**src/rtl/slv_rst_ctrl.sv**
```systemverilog
// slv_rst_ctrl: fences, drains and resets a guarded AXI slave link on request.
// Ports: clk_i/rst_i (sync active-high), rst_req_i (level reset request),
//        aw_*/ar_* address gates (guard side _i/_o, slave side _o/_i),
//        b_*/r_* observed response handshakes, slv_rst_o slave reset,
//        busy_o (not IDLE), timeout_o/underflow_o sticky flags, clr_i clears them.
//        irq_o (only with SLV_RST_CTRL_IRQ_EN) pulses once after RELEASE.
module slv_rst_ctrl #(
    parameter int MaxOutstanding = 8,
    parameter int CntWidth       = 10,
    parameter int DrainTimeout   = 512,
    parameter int RstCycles      = 16
) (
    input  logic clk_i,
    input  logic rst_i,
    input  logic rst_req_i,
    input  logic aw_valid_i,
    output logic aw_ready_o,
    output logic aw_valid_o,
    input  logic aw_ready_i,
    input  logic ar_valid_i,
    output logic ar_ready_o,
    output logic ar_valid_o,
    input  logic ar_ready_i,
    input  logic b_valid_i,
    input  logic b_ready_i,
    input  logic r_valid_i,
    input  logic r_ready_i,
    input  logic r_last_i,
    output logic slv_rst_o,
    output logic busy_o,
    output logic timeout_o,
    output logic underflow_o,
    input  logic clr_i
`ifdef SLV_RST_CTRL_IRQ_EN
    ,
    output logic irq_o
`endif
);
    localparam int OW = $clog2(MaxOutstanding + 1);
    typedef enum logic [1:0] {IDLE, FENCE, RESET, RELEASE} state_e;
    state_e state_q, state_d;
    logic [OW-1:0] wr_cnt_q, wr_cnt_d, rd_cnt_q, rd_cnt_d;
    logic [CntWidth-1:0] timer_q, timer_d;
    logic aw_hold_q, aw_hold_d, ar_hold_q, ar_hold_d;
    logic pending_q, pending_d, timeout_q, timeout_d, underflow_q, underflow_d;
    logic in_rst, aw_pass, ar_pass, aw_hs, ar_hs, b_hs, r_done, to_set;
    assign in_rst = state_q == RESET;
    // A held channel stays transparent while fenced so an issued valid is never withdrawn.
    assign aw_pass = (state_q == IDLE) ? (wr_cnt_q < OW'(MaxOutstanding)) : (aw_hold_q & ~in_rst);
    assign ar_pass = (state_q == IDLE) ? (rd_cnt_q < OW'(MaxOutstanding)) : (ar_hold_q & ~in_rst);
    assign aw_valid_o = aw_valid_i & aw_pass;
    assign aw_ready_o = aw_ready_i & aw_pass;
    assign ar_valid_o = ar_valid_i & ar_pass;
    assign ar_ready_o = ar_ready_i & ar_pass;
    assign aw_hs = aw_valid_o & aw_ready_i;
    assign ar_hs = ar_valid_o & ar_ready_i;
    // Responses arriving while the slave is held in reset are ignored.
    assign b_hs = b_valid_i & b_ready_i & ~in_rst;
    assign r_done = r_valid_i & r_ready_i & r_last_i & ~in_rst;
    assign slv_rst_o = in_rst;
    assign busy_o = state_q != IDLE;
    assign timeout_o = timeout_q;
    assign underflow_o = underflow_q;
    always_comb begin
        wr_cnt_d = in_rst ? '0 : (aw_hs & ~b_hs) ? wr_cnt_q + 1'b1
                 : (b_hs & ~aw_hs & wr_cnt_q != '0) ? wr_cnt_q - 1'b1 : wr_cnt_q;
        rd_cnt_d = in_rst ? '0 : (ar_hs & ~r_done) ? rd_cnt_q + 1'b1
                 : (r_done & ~ar_hs & rd_cnt_q != '0) ? rd_cnt_q - 1'b1 : rd_cnt_q;
        aw_hold_d = ~in_rst & aw_valid_o & ~aw_ready_i;
        ar_hold_d = ~in_rst & ar_valid_o & ~ar_ready_i;
        underflow_d = (b_hs & ~aw_hs & wr_cnt_q == '0) | (r_done & ~ar_hs & rd_cnt_q == '0)
                    | (underflow_q & ~clr_i);
        state_d = state_q;
        timer_d = timer_q + 1'b1;
        pending_d = pending_q | rst_req_i;
        to_set = 1'b0;
        case (state_q)
            IDLE: begin
                pending_d = 1'b0;
                timer_d = '0;
                if (rst_req_i | pending_q) state_d = FENCE;
            end
            FENCE: begin
                if (wr_cnt_q == '0 && rd_cnt_q == '0 && !aw_hold_q && !ar_hold_q) begin
                    state_d = RESET;
                    timer_d = '0;
                end else if (timer_q == CntWidth'(DrainTimeout - 1)) begin
                    state_d = RESET;
                    timer_d = '0;
                    to_set = 1'b1;
                end
            end
            RESET: if (timer_q == CntWidth'(RstCycles - 1)) state_d = RELEASE;
            default: state_d = IDLE;
        endcase
        timeout_d = to_set | (timeout_q & ~clr_i);
    end
    always_ff @(posedge clk_i) begin
        if (rst_i) begin
            state_q <= IDLE;
            wr_cnt_q <= '0;
            rd_cnt_q <= '0;
            timer_q <= '0;
            aw_hold_q <= 1'b0;
            ar_hold_q <= 1'b0;
            pending_q <= 1'b0;
            timeout_q <= 1'b0;
            underflow_q <= 1'b0;
        end else begin
            state_q <= state_d;
            wr_cnt_q <= wr_cnt_d;
            rd_cnt_q <= rd_cnt_d;
            timer_q <= timer_d;
            aw_hold_q <= aw_hold_d;
            ar_hold_q <= ar_hold_d;
            pending_q <= pending_d;
            timeout_q <= timeout_d;
            underflow_q <= underflow_d;
        end
    end
`ifdef SLV_RST_CTRL_IRQ_EN
    logic irq_q;
    always_ff @(posedge clk_i) begin
        irq_q <= rst_i ? 1'b0 : state_q == RELEASE;
    end
    assign irq_o = irq_q;
`endif
endmodule

```
**config.mk**
```make
export PLATFORM = sky130hd
export DESIGN_NAME = slv_rst_ctrl
export DESIGN_NICKNAME = d
export VERILOG_FILES = /design/src/rtl/slv_rst_ctrl.sv
export SDC_FILE = /design/constraint.sdc
export NUM_CORES = 1
export LEC_CHECK = 0
export BUFFER_PORTS_ARGS = -buffer_cell sky130_fd_sc_hd__buf_2
export CAP_MARGIN = 40
export CORE_MARGIN = 1.5
export CORE_UTILIZATION = 40
export CTS_BUF_LIST = sky130_fd_sc_hd__clkbuf_4
export DETAILED_ROUTE_END_ITERATION = 7
export PLACE_DENSITY = 0.57
export REMOVE_ABC_BUFFERS = 1
export SLEW_MARGIN = 25
export SYNTH_ARGS = -nofsm -noshare
export SYNTH_HDL_FRONTEND = slang
export SYNTH_SLANG_ARGS = --single-unit
```
**constraint.sdc**
```tcl
create_clock -name clk_i -period 3.6 [get_ports clk_i]
set_input_delay 0.36 -clock clk_i [delete_from_list [all_inputs] [get_ports clk_i]]
set_output_delay 0.36 -clock clk_i [all_outputs]
set_load 0.1 [all_outputs]
```
==> results.sh, run 1 <==
export IMPL_hold_path_class="input pin to register"
export IMPL_detailed_place_area_mm2=0.00160
export IMPL_status="finished, final reports clean"
export IMPL_critPathMaxStageDelay_ns=0.40
export IMPL_ys_flop_type="dfxtp_1"
export IMPL_power_density_cell_area_mw_per_mm2=925
export IMPL_maxCapViolCount=0
export IMPL_yosys_area_top_type="dfxtp_1"
export IMPL_htree_levels=1
export IMPL_gp_congestion=0.816
export IMPL_synth_edf_count=0
export IMPL_cpMostUsedCell="ha_1"
export IMPL_grtUsageTotal_pct=16.5
export IMPL_cts_hold_buf=0
export IMPL_yosys_warnings=0
export IMPL_final_hold_viol_count=0
export IMPL_syn_area_mm2=0.00146
export IMPL_cts_max_path_buffers=2
export IMPL_path_cells="inv_1 > ha_1 > nor3b_1 > o2111ai_1 > ha_1 > a21o_1 > a2111oi_0 > a2bb2oi_1 > mux2i_1"
export IMPL_start_util_pct=42.7
export IMPL_synth_common_cells="dfxtp_1, nand2_1, nor3_1"
export IMPL_via_count=1215
export IMPL_clock_root_buffer="clkbuf_4"
export IMPL_post_synth_top_count_cell="dfxtp_1"
export IMPL_ir_drop_uv=555
export IMPL_cp_top_family="compound AO/OA/AOI/OAI gates"
export IMPL_slew_viol_final=0
export IMPL_finalSetupViolations=0
export IMPL_grt_pass1_vias=1246
export IMPL_synth_seq_cells=25
export IMPL_clk_latency_ns=0.33
export IMPL_cts_resized=0
export IMPL_worst_pin_slew_ns=0.655
export IMPL_avgSynthCellArea_um2=9.23
export IMPL_final_cell_area_mm2=0.00163
export IMPL_overflow=0
export IMPL_path_max_fanout=12
export IMPL_syn_to_final_growth_pct=11.9
export IMPL_dr_pass1_iters=4
export IMPL_antenna_cells=0
export IMPL_drt_iter0_markers=48
export IMPL_totalWireLength_mm=3.06
export IMPL_layout_drive_gt1_share_pct=15.7
export IMPL_async_flop_share_pct=0
export IMPL_cp_data_required_time_ns=3.85
export IMPL_tns_ns=0
export IMPL_cp_start_kind="register"
export IMPL_grt_max_degree=23
export IMPL_rr_worst_depth=9
export IMPL_max_slew_margin_pct=56.3
export IMPL_dp_hpwl_mm=2.37
export IMPL_route_detailed_drc=0
export IMPL_portBuffers=20
export IMPL_slowest_stage="dfxtp_1"
export IMPL_p_leak_nw=0.707
export IMPL_dieHeight_um=63.4
export IMPL_cts_setup_buffers=0
export IMPL_worstPathBufferInverterCount=1
export IMPL_grt_pass1_wl_mm=5.36
export IMPL_io_pins=21
export IMPL_path_clk_slew_ns=0.15
export IMPL_wl_per_cell_um=13.7
export IMPL_post_route_period_util_pct=78.5
export IMPL_path_depth=9
export IMPL_fmax_mhz=354
export IMPL_chipWidth_um=63.4
export IMPL_min_path_cells=3
export IMPL_final_nets=203
export IMPL_grt_antenna_before_repair=0
export IMPL_power_mw=1.51
export IMPL_worstPathArrival_ns=3.08
export IMPL_synth_top_area_share_pct=34.3
export IMPL_layout_setup_ws_ns=0.774
export IMPL_netlist_instances=158
export IMPL_die_area_mm2=0.00402
export IMPL_cts_tree="built"
export IMPL_rsz0062_at_grt="no"
export IMPL_finClkSkew_ns=0.00975
export IMPL_ys_top_cells_by_area="dfxtp_1, ha_1, mux2i_1"
export IMPL_ant_nets=0
export IMPL_numCtsBuffers=3
export IMPL_ys_types=37
export IMPL_vias_per_cell=5.42
export IMPL_period_needed_ns=2.83
export IMPL_numClockSinks=25
export IMPL_worst_setup_path_end_kind="register"
export IMPL_core_area_mm2=0.00342
export IMPL_rows=21
export IMPL_pre_cts_ws_ns=0.837
export IMPL_ys_seq_area_share_pct=34.3
export IMPL_critPathKind="register to register"
## where the power goes
group	leakage (nW)	switching, mW	internal, mW
Sequential	0.203	0.0884	0.342
Combinational	0.486	0.636	0.313
Clock	0.0177	0.0878	0.0417
## area by class of cell
| class | instances | area, um^2 |
|---|---|---|
| Clock inverter | 1 | 5.00 |
| Fill cell | 354 | 1780 |
| Tap cell | 46 | 57.6 |
| Timing Repair Buffer | 21 | 108 |
| Multi-Input combinational cell | 124 | 923 |
| Clock buffer | 3 | 22.5 |
| Sequential cell | 25 | 500 |
| Inverter | 4 | 15.0 |
## per-stage QoR
| step | util [%] | hold slack (ns) | instances |
|---|---|---|---|
| 2_1_floorplan | - | 0.429 | 153 |
| 3_3_place_gp | 46.7 | 0.460 | 219 |
| 3_5_place_dp | 47.0 | 0.483 | 220 |
| 4_1_cts | 47.8 | 0.289 | 224 |
| 5_1_grt | 47.8 | 0.311 | 224 |
| 6_report | 47.8 | 0.292 | 224 |
## logic make-up (layout without fill, tap and decap cells)
logic type      after synthesis  after routing  synth area share, %
compound gates               19             19                 9.61
xor+xnor                     10             10                 6.01
fa+ha+maj                    11             11                 10.5
buf+inv                       9             29                 2.32
flops                        25             25                 34.3
mux                          10             10                 6.95
simple gates                 74             74                 30.3
## state kept, by name, indices dropped and copies added, names as in the netlist
register / cells
timeout_o: 1
state_q: 2
underflow_o: 1
pending_q: 1
ar_hold_q: 1
wr_cnt_q: 4
rd_cnt_q: 4
timer_q: 10
aw_hold_q: 1
## worst min-delay path, cell delays in order
cell and delay, ns:
buf_2 0.08, nand2b_1 0.09, a21oi_1 0.06
## final timing paths
check	to	slack (ns)	from
setup / recovery	rd_cnt_q[3]$_SDFFE_PP0P_	0.77	state_q[0]$_SDFFE_PP0P_
hold / removal	timeout_o$_SDFF_PP0_	0.29	clr_i
setup reg to reg	rd_cnt_q[3]$_SDFFE_PP0P_	0.77	state_q[0]$_SDFFE_PP0P_
hold reg to reg	timeout_o$_SDFF_PP0_	0.49	timeout_o$_SDFF_PP0_
## placed cells by master, fill, tap and decap left out, types with 5 or more instances in the layout
master	count
buf_2	20
dfxtp_1	25
ha_1	9
mux2i_1	9
nand2_1	13
nand2b_1	5
nor2_1	9
nor3_1	12
xor2_1	9
## metal layers
| layer | share of wire, % | vias up | GRT usage (%) |
|---|---|---|---|
| li1 | - | 612 | - |
| met1 | 43 | 584 | 18.4 |
| met2 | 54 | 17 | 32.1 |
| met3 | 3.0 | 2 | 3.75 |
| met4 | 0.56 | 0 | 2.45 |
| met5 | 0 | - | 0 |
Note: power is estimated with default switching activity, not from simulation.
==> inputs of run 2 (changes only) <==
==> constraint.sdc (replaced) <==
create_clock -name clk_i -period 2.65 [get_ports clk_i]
set_input_delay 0.265 -clock clk_i [delete_from_list [all_inputs] [get_ports clk_i]]
set_output_delay 0.265 -clock clk_i [all_outputs]
set_load 0.1 [all_outputs]
==> run 2 against run 1 <==
Sequential share of layout area down 1.2 points. Sequential power rose by 37%. Die area stayed put. Wire length grew 0.26%. Via count increased by 0.99%. Register-to-register slack lost 0.53 ns. Setup slack got worse by 0.53 ns. Non-clock buffer count increased by 3. Fmax grew 17%. Combinational power grew 45%. Sequential cell count stayed put. Largest cell class unchanged. Largest power group unchanged. Highest routed layer unchanged.
==> results.sh, run 2 (synthesis results as in run 1) <==
export IMPL_final_util_pct=49.9
export IMPL_worst_setup_path_end_kind="register"
export IMPL_pre_cts_ws_ns=0.0636
export IMPL_portBuffers=20
export IMPL_final_cell_area_mm2=0.00170
export IMPL_grt_max_degree=23
export IMPL_largest_reg_flops=10
export IMPL_clk_latency_ns=0.34
export IMPL_power_mw=2.16
export IMPL_layout_commonest_cell="dfxtp_1"
export IMPL_gp_congestion=0.806
export IMPL_slew_viol_final=0
export IMPL_regMostFlops="timer_q"
export IMPL_numCtsBuffers=3
export IMPL_io_pins=21
export IMPL_final_hold_viol_count=0
export IMPL_worstPathArrival_ns=2.66
export IMPL_grtUsageTotal_pct=16.9
export IMPL_cp_start_kind="register"
export IMPL_finalNonFillerCells=227
export IMPL_wl_per_cell_um=13.5
export IMPL_ir_drop_uv=896
export IMPL_power_density_cell_area_mw_per_mm2=1270
export IMPL_clock_root_buffer="clkbuf_4"
export IMPL_maxCapViolCount=0
export IMPL_p_leak_nw=0.728
export IMPL_fillers=366
export IMPL_totalWireLength_mm=3.07
export IMPL_final_nets=206
export IMPL_critPathKind="register to register"
export IMPL_start_util_pct=42.7
export IMPL_cts_setup_buffers=0
export IMPL_drt_iter0_markers=68
export IMPL_syn_to_final_growth_pct=16.8
export IMPL_chipWidth_um=63.4
export IMPL_holdPathEnd="timeout_o$_SDFF_PP0_"
export IMPL_antenna_cells=0
export IMPL_path_clk_slew_ns=0.16
export IMPL_rows=21
export IMPL_max_slew_margin_pct=52.7
export IMPL_critPathMaxStageDelay_ns=0.40
export IMPL_slowest_stage="a2111oi_0"
export IMPL_p_sw_mw=1.15
export IMPL_internal_power_mw=1.01
export IMPL_finalSetupViolations=0
export IMPL_dr_pass1_iters=4
export IMPL_vias_per_cell=5.41
export IMPL_cts_max_path_buffers=2
export IMPL_rsz0062_at_grt="no"
export IMPL_period_needed_ns=2.41
export IMPL_rr_worst_depth=9
export IMPL_r2r_start="state_q[0]$_SDFFE_PP0P_"
export IMPL_numClockSinks=25
export IMPL_fmax_mhz=415
export IMPL_layout_drive_gt1_share_pct=21.0
export IMPL_cts_tree="built"
export IMPL_grt_antenna_before_repair=0
export IMPL_core_area_mm2=0.00342
export IMPL_worst_pin_slew_ns=0.710
export IMPL_status="finished, final reports clean"
export IMPL_worstReg2RegEnd="rd_cnt_q[3]$_SDFFE_PP0P_"
export IMPL_hold_path_class="input pin to register"
export IMPL_overflow=0
export IMPL_place_inst=223
export IMPL_detailed_place_area_mm2=0.00163
export IMPL_finClkSkew_ns=0.0141
export IMPL_hp_start="clr_i"
export IMPL_final_cell_mix="dfxtp_1, buf_2, nand2_1"
export IMPL_grt_pass1_wl_mm=5.45
export IMPL_htree_levels=1
export IMPL_die_area_mm2=0.00402
export IMPL_dieHeight_um=63.4
export IMPL_path_max_fanout=9
export IMPL_dp_hpwl_mm=2.36
export IMPL_route_detailed_drc=0
export IMPL_seqPwrFrac_pct=27.2
export IMPL_post_route_period_util_pct=90.9
export IMPL_reg2reg_slack_ns=0.24
export IMPL_pwr_share_comb_pct=64.0
export IMPL_cp_data_required_time_ns=2.90
export IMPL_layout_setup_ws_ns=0.240
export IMPL_min_path_cells=3
export IMPL_path_cells="inv_1 > ha_4 > nor2b_1 > o2111ai_1 > ha_1 > a21o_1 > a2111oi_0 > a2bb2oi_1 > mux2i_1"
export IMPL_swShare_pct=53.1
export IMPL_via_count=1227
export IMPL_ant_nets=0
export IMPL_reg_top3="timer_q: 10 flops, rd_cnt_q: 4 flops, wr_cnt_q: 4 flops"
export IMPL_grt_pass1_vias=1247
export IMPL_p_clk_share_pct=8.8
run 2: changes by cell type in the layout (fill, tap and decap cells not counted):
cell       change
a2111oi_0      -1
dfxtp_2        +1
buf_4          +3
nor3b_2        +2
nor2b_2        +1
ha_4           +2
dfxtp_1        -1
a2111oi_2      +1
nor3b_1        -2
clkinv_2       -1
inv_6          +1
ha_1           -2
nor2b_1        -1
run 2: final cells by class:
cell class	instances	area, um^2	share of cell area [%]
flip-flops and latches	25	502	29.5
multi-input cells	124	967	56.8
clock inverters	1	8.76	0.514
clock buffers	3	22.5	1.32
well taps	46	57.6	3.38
inverters	4	15.0	0.882
repair buffers	24	130	7.64
run 2: what timing repair did:
action	CTS	global route
hold buffers	0	0
setup endpoints to repair	0	4
endpoints found under the hold margin	0	0
gates resized for setup	0	10
run 2: worst max path at each step:
| stage | start | endpoint | slack [ns] | depth (start not counted) |
|---|---|---|---|---|
| 6_report | state_q[0]$_SDFFE_PP0P_ | rd_cnt_q[3]$_SDFFE_PP0P_ | 0.24 | 9 |
| 5_1_grt | state_q[0]$_SDFFE_PP0P_ | rd_cnt_q[3]$_SDFFE_PP0P_ | 0.03 | 9 |
| 4_1_cts | state_q[1]$_SDFFE_PP0P_ | wr_cnt_q[3]$_SDFFE_PP0P_ | 0.02 | 9 |
| 3_5_place_dp | state_q[1]$_SDFFE_PP0P_ | wr_cnt_q[3]$_SDFFE_PP0P_ | 0.06 | 9 |
| 3_3_place_gp | state_q[0]$_SDFFE_PP0P_ | wr_cnt_q[3]$_SDFFE_PP0P_ | 0.15 | 9 |
| 2_1_floorplan | state_q[0]$_SDFFE_PP0P_ | rd_cnt_q[3]$_SDFFE_PP0P_ | -0.44 | 9 |
run 2: worst max-delay path, delay by kind of cell (launching register included):
kind	cells	cell delay [ns]
compound gates	4	0.92
fa+ha+maj	2	0.54
flops	1	0.36
simple gates	1	0.20
buf+inv	1	0.18
mux	1	0.13
run 2: metrics by stage:
step / hold slack [ns] / TNS, ns
2_1_floorplan: 0.334 / -0.991
3_3_place_gp: 0.459 / 0
3_5_place_dp: 0.458 / 0
4_1_cts: 0.166 / 0
5_1_grt: 0.211 / 0
6_report: 0.179 / 0
run 2: power groups by stage:
stage | clock (mW) | combinational [mW] | sequential [mW]
final | 0.189 | 1.38 | 0.589
after global routing | 0.213 | 1.52 | 0.608
after global placement | 0 | 1.30 | 0.589
after detailed placement | 0 | 1.32 | 0.593
after CTS | 0.199 | 1.33 | 0.584
after floorplan | 0 | 1.05 | 0.601
run 2: metal layers:
layer	wire length [um]	vias to the layer above	part of all wire, %	GRT usage (%)
met5	0	-	0	0
li1	-	621	-	-
met4	78	0	2.5	6.79
met1	1380	580	45	20.2
met3	87	8	2.8	4.46
met2	1520	18	50	28.7
==> inputs of run 3 (changes only) <==
--- a/config.mk
+++ b/config.mk
@@ -10,7 +10,9 @@
 export CORE_MARGIN = 1.5
 export CORE_UTILIZATION = 40
 export CTS_BUF_LIST = sky130_fd_sc_hd__clkbuf_4
+export CTS_CLUSTER_DIAMETER = 40
 export DETAILED_ROUTE_END_ITERATION = 7
+export GPL_ROUTABILITY_DRIVEN = 0
 export PLACE_DENSITY = 0.57
 export REMOVE_ABC_BUFFERS = 1
 export SLEW_MARGIN = 25
==> constraint.sdc (replaced) <==
create_clock -name clk_i -period 2.5 [get_ports clk_i]
set_input_delay 0.25 -clock clk_i [delete_from_list [all_inputs] [get_ports clk_i]]
set_output_delay 0.25 -clock clk_i [all_outputs]
set_load 0.1 [all_outputs]
==> run 3 against run 2 <==
Global-route usage up 0.76 points. Setup slack worse by 0.065 ns. Critical path depth unchanged. Power up 5.8%. First-iteration DRC count down 60%. Largest cell class unchanged. Utilization up 0.33 points. Wire length up 6.3%. Sequential share of layout area down 0.19 points. Die area unchanged.
==> results.sh, run 3 (synthesis results as in run 1) <==
export IMPL_status="finished, final reports clean"
export IMPL_min_path_cells=3
export IMPL_final_nets=210
export IMPL_finalSetupViolations=0
export IMPL_p_sw_mw=1.20
export IMPL_cp_top_family="compound AO/OA/AOI/OAI gates"
export IMPL_worst_setup_path_end_kind="register"
export IMPL_seq_area_um2=502
export IMPL_drt_iter0_markers=27
export IMPL_seqPwrFrac_pct=27.1
export IMPL_htree_levels=1
export IMPL_cp_start_kind="register"
export IMPL_rows=21
export IMPL_clk_latency_ns=0.33
export IMPL_p_clk_share_pct=8.7
export IMPL_slowest_stage="a2111oi_0"
export IMPL_regMostFlops="timer_q"
export IMPL_finClkSkew_ns=0.00876
export IMPL_dieHeight_um=63.4
export IMPL_path_clk_slew_ns=0.14
export IMPL_internal_power_mw=1.08
export IMPL_core_area_mm2=0.00342
export IMPL_die_area_mm2=0.00402
export IMPL_dp_hpwl_mm=2.41
export IMPL_critPathMaxStageDelay_ns=0.39
export IMPL_overflow=0
export IMPL_portBuffers=20
export IMPL_wl_met3_um=83
export IMPL_cts_tree="built"
export IMPL_tns_ns=0
export IMPL_dr_wl_met2_mm=1.78
export IMPL_final_util_pct=50.2
export IMPL_fmax_mhz=430
export IMPL_worstPathArrival_ns=2.56
export IMPL_route_detailed_drc=0
export IMPL_syn_to_final_growth_pct=17.6
export IMPL_ant_nets=0
export IMPL_chipWidth_um=63.4
export IMPL_path_max_fanout=5
export IMPL_worstPathBufferInverterCount=1
export IMPL_layout_commonest_cell="dfxtp_1"
export IMPL_clock_root_buffer="clkbuf_4"
export IMPL_cts_max_path_buffers=2
export IMPL_ir_drop_uv=740
export IMPL_slew_viol_final=0
export IMPL_path_depth=9
export IMPL_antenna_cells=0
export IMPL_place_inst=226
export IMPL_swShare_pct=52.6
export IMPL_worst_pin_slew_ns=0.699
export IMPL_grt_antenna_before_repair=0
export IMPL_max_slew_margin_pct=53.4
export IMPL_layout_drive_gt1_share_pct=23.2
export IMPL_power_mw=2.29
export IMPL_wl_per_cell_um=14.1
export IMPL_final_cell_mix="dfxtp_1, buf_2, nand2_1"
export IMPL_rr_worst_depth=9
export IMPL_numCtsBuffers=3
export IMPL_grtUsageTotal_pct=17.7
export IMPL_io_pins=21
export IMPL_dr_pass1_iters=4
export IMPL_grt_pass1_wl_mm=5.67
export IMPL_wl_met1_mm=1.33
export IMPL_rsz0062_at_grt="no"
export IMPL_totalWireLength_mm=3.26
export IMPL_top_layer="met4"
export IMPL_grt_max_degree=23
export IMPL_largest_reg_flops=10
export IMPL_hold_path_class="input pin to register"
export IMPL_finalNonFillerCells=231
export IMPL_cp_data_required_time_ns=2.73
export IMPL_reg_top3="timer_q: 10 flops, rd_cnt_q: 4 flops, wr_cnt_q: 4 flops"
export IMPL_fillers=357
export IMPL_path_cells="inv_1 > ha_2 > nor2b_2 > o2111ai_1 > ha_1 > a21o_1 > a2111oi_0 > a2bb2oi_1 > mux2i_1"
export IMPL_maxCapViolCount=0
export IMPL_vias_per_cell=5.45
export IMPL_numClockSinks=25
export IMPL_critPathKind="register to register"
export IMPL_period_needed_ns=2.33
export IMPL_p_leak_nw=0.744
export IMPL_post_route_period_util_pct=93.0
export IMPL_whs_ns=0.200
export IMPL_power_density_cell_area_mw_per_mm2=1330
export IMPL_multi_input_area_um2=950
export IMPL_final_hold_viol_count=0
export IMPL_start_util_pct=42.7
export IMPL_pwr_share_comb_pct=64.2
export IMPL_grt_pass1_vias=1293
export IMPL_via_count=1259
run 3: cell types whose count changed in the layout (fill, tap and decap cells not counted), sizes merged:
cell	delta
buf	+4
clkbuf	+1
inv	-1
run 3: cell type report:
class,count,area share (%)
multi-input cells,124,55.4
flip-flops and latches,25,29.3
repair buffers,28,9.34
well taps,46,3.36
clock buffers,4,1.75
inverters,4,0.876
run 3: power groups by stage:
stage | Combinational [mW] | Sequential (mW) | Clock (mW)
final | 1.47 | 0.620 | 0.199
after global routing | 1.60 | 0.638 | 0.223
after CTS | 1.44 | 0.618 | 0.208
after detailed placement | 1.43 | 0.629 | 0
after global placement | 1.40 | 0.623 | 0
after floorplan | 1.11 | 0.637 | 0
run 3: metal layers:
layer	vias up	global-route usage, %
met1	602	19.8
li1	629	-
met4	0	6.25
met5	-	0
met2	20	32.4
met3	8	4.11
run 3: repair_timing:
| action | in CTS | in global routing |
|---|---|---|
| pin swaps | 0 | 0 |
| gates resized for setup | 1 | 8 |
| gates cloned | 0 | 0 |
| setup endpoints to repair | 1 | 4 |
| hold buffers | 0 | 0 |
| buffers inserted | 0 | 1 |
run 3: worst reg2reg max path: stages (launching register included):
cell       delay [ns]
dfxtp_1          0.35
inv_1            0.07
ha_2             0.23
nor2b_2          0.18
o2111ai_1        0.28
ha_1             0.29
a21o_1           0.19
a2111oi_0        0.39
a2bb2oi_1        0.14
mux2i_1          0.13
run 3: final timing paths:
check,from,to,slack (ns)
worst max register to register,state_q[0]$_SDFFE_PP0P_,wr_cnt_q[3]$_SDFFE_PP0P_,0.17
worst min-delay path,clr_i,timeout_o$_SDFF_PP0_,0.20
worst min register to register,timeout_o$_SDFF_PP0_,timeout_o$_SDFF_PP0_,0.49
worst max-delay path,state_q[0]$_SDFFE_PP0P_,wr_cnt_q[3]$_SDFFE_PP0P_,0.17
run 3: metrics by stage:
stage / worst slack (ns) / instance area [um^2]
finish: 0.175 / 1710
global route: 0.00803 / 1710
global placement: 0.105 / 1650
detailed placement: -0.0411 / 1650
CTS: 0.00394 / 1680
floorplan: -0.587 / 1440
